File: src/rtl/wgt_load_ctrl.sv
// -----------------------------------------------------------------------------
// wgt_load_ctrl
// Loads one 3x3 signed 8-bit kernel from the weight SRAM into the three
// row-wise weight shift buffers of the PE array, then holds it until the
// compute engine releases it.
//
// Ports
//   clk           clock, rising edge
//   rst_n         asynchronous active-low reset
//   start         single-cycle load request, samples kernel_idx
//   kernel_idx    kernel number to load
//   compute_done  single-cycle release of the held kernel
//   mem_en        SRAM read enable
//   mem_addr      SRAM read address
//   mem_rdata     SRAM read data (valid the cycle after mem_en)
//   wgt_data      byte broadcast to all row buffers (copy of mem_rdata)
//   wgt_rd        one-hot row shift strobe, bit r shifts row buffer r
//   busy          high while fetching, draining or holding a kernel
//   wgt_valid     kernel fully loaded and held
//   load_done     single-cycle pulse on entry to READY
//   idx_err       single-cycle pulse for an out-of-range kernel_idx
// -----------------------------------------------------------------------------
module wgt_load_ctrl #(
   parameter int NUM_KERNELS = 64,
   parameter int ADDR_W      = 10,
   parameter int KIDX_W      = 6,
   parameter int BASE_ADDR   = 0
) (
   input  logic              clk,
   input  logic              rst_n,
   input  logic              start,
   input  logic [KIDX_W-1:0] kernel_idx,
   input  logic              compute_done,
   output logic              mem_en,
   output logic [ADDR_W-1:0] mem_addr,
   input  logic [7:0]        mem_rdata,
   output logic [7:0]        wgt_data,
   output logic [2:0]        wgt_rd,
   output logic              busy,
   output logic              wgt_valid,
   output logic              load_done,
   output logic              idx_err
);

   typedef enum logic [1:0] {
      ST_IDLE  = 2'd0,
      ST_FETCH = 2'd1,
      ST_DRAIN = 2'd2,
      ST_READY = 2'd3
   } state_t;

   localparam logic [ADDR_W-1:0] BASE_L = ADDR_W'(BASE_ADDR);
   localparam logic [31:0]       NK_L   = 32'(NUM_KERNELS);

   // Row of issue n (0..8) by range compare instead of dividing by three.
   function automatic logic [2:0] row_onehot(input logic [3:0] n);
      logic [2:0] oh;
      if (n >= 4'd6) begin
         oh = 3'b100;
      end else if (n >= 4'd3) begin
         oh = 3'b010;
      end else begin
         oh = 3'b001;
      end
      return oh;
   endfunction

   state_t            state_r, state_nx_s;
   logic [3:0]        n_r, n_nx_s;
   logic [ADDR_W-1:0] mem_addr_r, addr_nx_s;
   logic              mem_en_r;
   logic [2:0]        wgt_rd_r;
   logic              busy_r, wgt_valid_r, load_done_r, idx_err_r;
   logic              err_nx_s;
   logic              idx_legal_s;
   logic [ADDR_W-1:0] idx_ext_s, base_calc_s;

   // Kernel base address: BASE_ADDR + 9*idx computed as (idx<<3)+idx.
   always_comb begin
      idx_legal_s = (32'(kernel_idx) < NK_L);
      idx_ext_s   = ADDR_W'(kernel_idx);
      base_calc_s = BASE_L + (idx_ext_s << 3'd3) + idx_ext_s;
   end

   // Next-state, issue counter and next issue address.
   always_comb begin
      state_nx_s = state_r;
      n_nx_s     = n_r;
      addr_nx_s  = '0;
      err_nx_s   = 1'b0;
      case (state_r)
         ST_IDLE: begin
            if (start) begin
               if (idx_legal_s) begin
                  state_nx_s = ST_FETCH;
                  n_nx_s     = 4'd0;
                  addr_nx_s  = base_calc_s;
               end else begin
                  err_nx_s   = 1'b1;
               end
            end else begin
               state_nx_s = ST_IDLE;
            end
         end
         ST_FETCH: begin
            if (n_r == 4'd8) begin
               state_nx_s = ST_DRAIN;
               n_nx_s     = 4'd0;
            end else begin
               n_nx_s     = n_r + 4'd1;
               addr_nx_s  = mem_addr_r + {{(ADDR_W-1){1'b0}}, 1'b1};
            end
         end
         ST_DRAIN: begin
            state_nx_s = ST_READY;
         end
         ST_READY: begin
            if (compute_done) begin
               if (start && idx_legal_s) begin
                  // back-to-back reload of the next kernel
                  state_nx_s = ST_FETCH;
                  n_nx_s     = 4'd0;
                  addr_nx_s  = base_calc_s;
               end else if (start) begin
                  state_nx_s = ST_IDLE;
                  err_nx_s   = 1'b1;
               end else begin
                  state_nx_s = ST_IDLE;
               end
            end else begin
               state_nx_s = ST_READY;
            end
         end
         default: begin
            state_nx_s = ST_IDLE;
            n_nx_s     = 4'd0;
         end
      endcase
   end

   // State, counter and registered outputs.
   always_ff @(posedge clk or negedge rst_n) begin
      if (!rst_n) begin
         state_r     <= ST_IDLE;
         n_r         <= 4'd0;
         mem_en_r    <= 1'b0;
         mem_addr_r  <= '0;
         wgt_rd_r    <= 3'b000;
         busy_r      <= 1'b0;
         wgt_valid_r <= 1'b0;
         load_done_r <= 1'b0;
         idx_err_r   <= 1'b0;
      end else begin
         state_r     <= state_nx_s;
         n_r         <= n_nx_s;
         mem_en_r    <= (state_nx_s == ST_FETCH);
         mem_addr_r  <= addr_nx_s;
         // row tag of the read issued this cycle, aligned with next mem_rdata
         wgt_rd_r    <= (state_r == ST_FETCH) ? row_onehot(n_r) : 3'b000;
         busy_r      <= (state_nx_s != ST_IDLE);
         wgt_valid_r <= (state_nx_s == ST_READY);
         load_done_r <= (state_nx_s == ST_READY) && (state_r != ST_READY);
         idx_err_r   <= err_nx_s;
      end
   end

   assign mem_en    = mem_en_r;
   assign mem_addr  = mem_addr_r;
   assign wgt_data  = mem_rdata;
   assign wgt_rd    = wgt_rd_r;
   assign busy      = busy_r;
   assign wgt_valid = wgt_valid_r;
   assign load_done = load_done_r;
   assign idx_err   = idx_err_r;

endmodule

File: config.mk
export PLATFORM = sky130hd
export DESIGN_NAME = wgt_load_ctrl
export DESIGN_NICKNAME = d
export VERILOG_FILES = /design/src/rtl/wgt_load_ctrl.sv
export SDC_FILE = /design/constraint.sdc
export NUM_CORES = 1
export LEC_CHECK = 0
export ABC_CLOCK_PERIOD_IN_PS = 3800
export CELL_PAD_IN_SITES_DETAIL_PLACEMENT = 0
export CELL_PAD_IN_SITES_GLOBAL_PLACEMENT = 1
export CORE_MARGIN = 2
export CORE_UTILIZATION = 40
export CTS_CLUSTER_DIAMETER = 60
export DETAILED_ROUTE_END_ITERATION = 6
export DONT_BUFFER_PORTS = 1
export GPL_TIMING_DRIVEN = 0
export PLACE_DENSITY = 0.73
export SYNTH_ARGS = -nofsm -noshare
export SYNTH_HDL_FRONTEND = slang
export SYNTH_SLANG_ARGS = --single-unit
File: constraint.sdc
create_clock -name clk -period 3.8 [get_ports clk]
set_input_delay 0.76 -clock clk [delete_from_list [all_inputs] [get_ports clk]]
set_output_delay 0.76 -clock clk [all_outputs]
set_load 0.005 [all_outputs]
# Word-level counts from Yosys, hierarchy flattened
# Index checks and enable logic that the tools add are counted.
# Widths: inputs -> output; s select.
[totals]
regBits = 23
latch_bits = 0
mem_bits_rw = 0
romBits = 0
in_bits = 18
output_inout_bits = 26
wordCells = 41
memories = 0
[classes]
addsub = 3
mul = 0
n_div = 0
n_lt_le_gt_ge = 2
eq_ne = 8
shift = 0
n_mux = 15
bitwise_logic = 0
n_reduce_logical = 5
[ops]
columns = ["cell", "n"]
rows = [
  ["$mux 10", 3],
  ["$pmux 10 s3", 1],
  ["$mux 4", 3],
  ["$pmux 4 s3", 1],
  ["$add 10x1->10 const B", 1],
  ["$add 9x6->10", 1],
  ["$pmux 2 s4", 1],
  ["$eq 2x2->1 const B", 3],
  ["$mux 2", 3],
  ["$mux 3", 2],
  ["$add 4x1->4 const B", 1],
  ["$eq 2x1->1 const B", 2],
  ["$eq 4x4->1 const B", 1],
  ["$ge 4x2->1 const B", 1],
  ["$ge 4x3->1 const B", 1],
  ["$ne 2x2->1 const B", 2],
  ["$reduce_bool 3->1", 1],
  ["$logic_not 2->1", 1],
  ["$reduce_and 2->1", 1],
  ["$reduce_bool 2->1", 1],
  ["$logic_and 1x1->1", 1],
  ["$mux 1", 1],
]

# Depth between registers and ports, before layout
[logic_depth]
word_depth = 5
mapped_depth = 7
ltp_nobuf = 7

# Worst setup path before layout
# OpenSTA, ideal clock, no wires.
[synth_timing]
path_kind = "in2reg"
start = "input kernel_idx[0]"
end = "register mem_addr_r[7] (netlist: mem_addr[7])"
setup_ns = 0.128
arrival_ns = 1.830
t_required_ns = 3.672
path_slack_ns = 1.841
cell_stages = 7
path_buffers = 0
cell_sequence = "ha_1 > inv_1 > fa_1 > nor2b_1 > o21ai_0 > xnor2_1 > o22ai_2"
[synth_between]
elab_chain_len = 4
[synth_lines]
columns = ["item", "line", "text"]
rows = [
  ["start, declared", "32", "input logic [KIDX_W-1:0] kernel_idx,"],
  ["$add 9x6->10 *", "82", "base_calc_s = BASE_L + (idx_ext_s << 3'd3) + idx_ext_s;"],
  ["$mux 10 *", "93", "if (start) begin"],
  ["$mux 10", "118", "if (compute_done) begin"],
  ["$pmux 10 s3 *", "91", "case (state_r)"],
  ["via addr_nx_s[7]", "70", "logic [ADDR_W-1:0] mem_addr_r, addr_nx_s;"],
  ["end signal, assigned", "157", "mem_addr_r <= addr_nx_s;"],
  ["end, declared", "70", ""],
]
# The timed path passes the listed nets; every way through them passes the cells marked *.
# A chain may end at the register's enable or synchronous reset.

# Worst setup path in the final report
# Same ends and word-level chain as after synthesis.

==> metrics.cfg <==
[global_routing]
grt_pass1_wl_microns=3810
antenna_found_initial=0
grt_use_total_pct=14.0
grt_max_degree=24
grt_pass1_vias=849
overflow=0

[setup_path]
critPathLaunch=kernel_idx[0]
worst_path_max_delay_cell=fa_1
slowest_delay_ps=390
path_buf_inv=1
crit_cells=7
cpLargestDelayFamily=adder cells
path_cells=ha_1, inv_1, fa_1, nor2b_1, o21ai_0, xnor2_1, o22ai_2
arrival_ps=1940
crit_required_ps=4000
timing.rr.start=mem_addr[0]
worstPathMaxFanout=3
crit_type=in -> reg
reg2reg_depth=5
startpoint_type=primary input
endpoint_kind=flop

[synth]
synth_cell_type_count=37
async_reset_ff_share_pct=100
syn-num-nets=151
ys_seq_area_share_pct=44.5
synthCells=125
synth.avg_cell_area_sq_um=10.3
ys_top_cells_by_area=dfrtp_1, ha_1, buf_4
synth.most_common_cell=dfrtp_1
synth_edf_count=0
ys_top_cells_by_count=dfrtp_1, nand2_1, buf_4
ys_warn_count=0
synthFlopType=dfrtp_1
ys_ff_latch=23
synth_top_area_share_pct=44.5
netlist_area_sq_um=1290
yosysTopAreaCell=dfrtp_1

[power_and_ir_drop]
p_leak_uw=0.000617
combPwrFrac_pct=42.5
p_int_uw=565
clock_power_share_pct=11.7
seq_power_share_pct=45.8
peakVddDrop_mv=0.290
power_uw=965
switchingPower_uw=401
p_sw_share_pct=41.5
powerDensity_nw_per_um2=702

[die]
core_sq_um=3050
die_h_microns=60.8
initial_core_util_pct=42.3
rows=20
die_w_microns=60.8
io_pins=44
die-area_sq_um=3700

[clocking]
ctsHoldBuffers=0
cts_tree=done
cts-resized-gates=0
cts-root-buf=clkbuf_4
clkSinkCount=23
cts.path.max_buffers=2
h-tree-depth=1
post-cts-setup-buffers=0
cts_buffers=3
worstSkewPairLatency_ps=300
clk_pin_slew_ps=130

[timing]
max_freq_mhz=572
tns_ps=0
slew_viol_final=0
finClkSkew_ps=2.58
rsz0062_at_grt=no
hold_violations=0
setup_violations=0
period_share_pct=46.0
post-route-min-period_ps=1750

[layout]
syn2layout_area_growth_pct=6.39
fin_nets=156
diodes=0
layout-drive-gt1-share_pct=18.6
fillers=311

[place]
dp_hpwl_microns=1940
place.gp.congestion=0.817
portBuffers=0

[detailed_routing]
viasPerCell=5.05
drtIter0Drc=22
drcViolationCount=0
first_pass_iters=4
ant_nets=0
routedWlPerCell_microns=13.9
wirelength_microns=2410
via_count=873

[run]
drv_cap=0

[worst_hold_path]
hp-class=in -> async

[outcome]
status=complete, no violations

==> cells in the final DEF, fill, tap and decap left out, types with 2 or more instances in the layout <==
cell type  netlist  layout
a21oi_1          4       4
a22o_1           2       2
buf_4            9       9
clkbuf_4         0       3
dfrtp_1         23      23
ha_1             7       7
inv_1            7       7
nand2_1         11      11
nand3_1          2       2
nand3_2          2       2
nand4_1          2       2
nor2_1           5       5
nor2b_1          3       3
nor3_2           2       2
o2111ai_1        2       2
o21ai_0          2       2
o21ai_1          6       6
o22ai_1          5       5
o22ai_2          2       2
xnor2_1          5       5
xor2_1           7       7
==> layout make-up <==
cell class / instances / area [sq um] / share of cell area [%]
multi-input cells: 85 / 618 / 44.9
flip-flops and latches: 23 / 576 / 41.9
plain buffers: 10 / 72.6 / 5.28
well taps: 44 / 55.1 / 4.00
inverters: 7 / 26.3 / 1.91
clock buffers: 3 / 22.5 / 1.64
clock inverters: 1 / 5.00 / 0.364
==> cells by family after synthesis <==
kind of cell	after synthesis	share of synthesized area (%)
adders and majority gates	8	8.33
buffers and inverters	17	7.65
xor gates and xnor gates	12	8.13
AOI/OAI and AO/OA	29	15.6
and+or+nand+nor	35	15.5
DFF	23	44.5
other	1	0.290
==> worst register-to-register path, delay by kind of cell (launching register included) <==
family	cells	cell delay, ps
flops	1	460
simple gates	2	360
fa+ha+maj	1	230
xor+xnor	1	170
compound gates	1	150
==> per-layer routing <==
metal  track usage (%)  share of wire, %
met4              3.73              0.54
met1              15.8                41
met2              26.9                53
met5                 0                 0
met3              2.56               6.1
==> path summary, 6_finish.rpt <==
path / end / slack [ps]
worst max register to register: mem_addr[8] / 2360
min in group clk: load_done / 490
max in group asynchronous: mem_addr[6] / 3600
worst max-delay path: mem_addr[7] / 2050
worst min-delay path: wgt_rd[2] / 130
worst min register to register: load_done / 490
==> stage by stage <==
stage	cell area [sq um]	setup slack [ps]	instances	util [%]	hold WS, ps
global route	1380	1980	173	45.0	96.4
finish	1380	2050	173	45.0	127
global placement	1350	1750	169	44.1	465
CTS	1380	2050	173	45.0	115
detailed placement	1350	1740	169	44.1	465
floorplan	1290	1840	125	-	448
==> flip-flops by register name, summed over array words and instances (netlist names) <==
name and flops:
mem_addr 10, n_r 4, wgt_rd 3, state_r 2, busy 1, load_done 1
mem_en 1, wgt_valid 1
==> power by group through the flow <==
stage / Combinational (uW) / Sequential [uW] / Clock (uW)
after CTS: 417 / 446 / 118
after floorplan: 341 / 426 / 0
final: 410 / 443 / 113
after global placement: 409 / 446 / 0
after detailed placement: 415 / 451 / 0
after global routing: 470 / 460 / 128
Power figures use the tool's default switching activity.
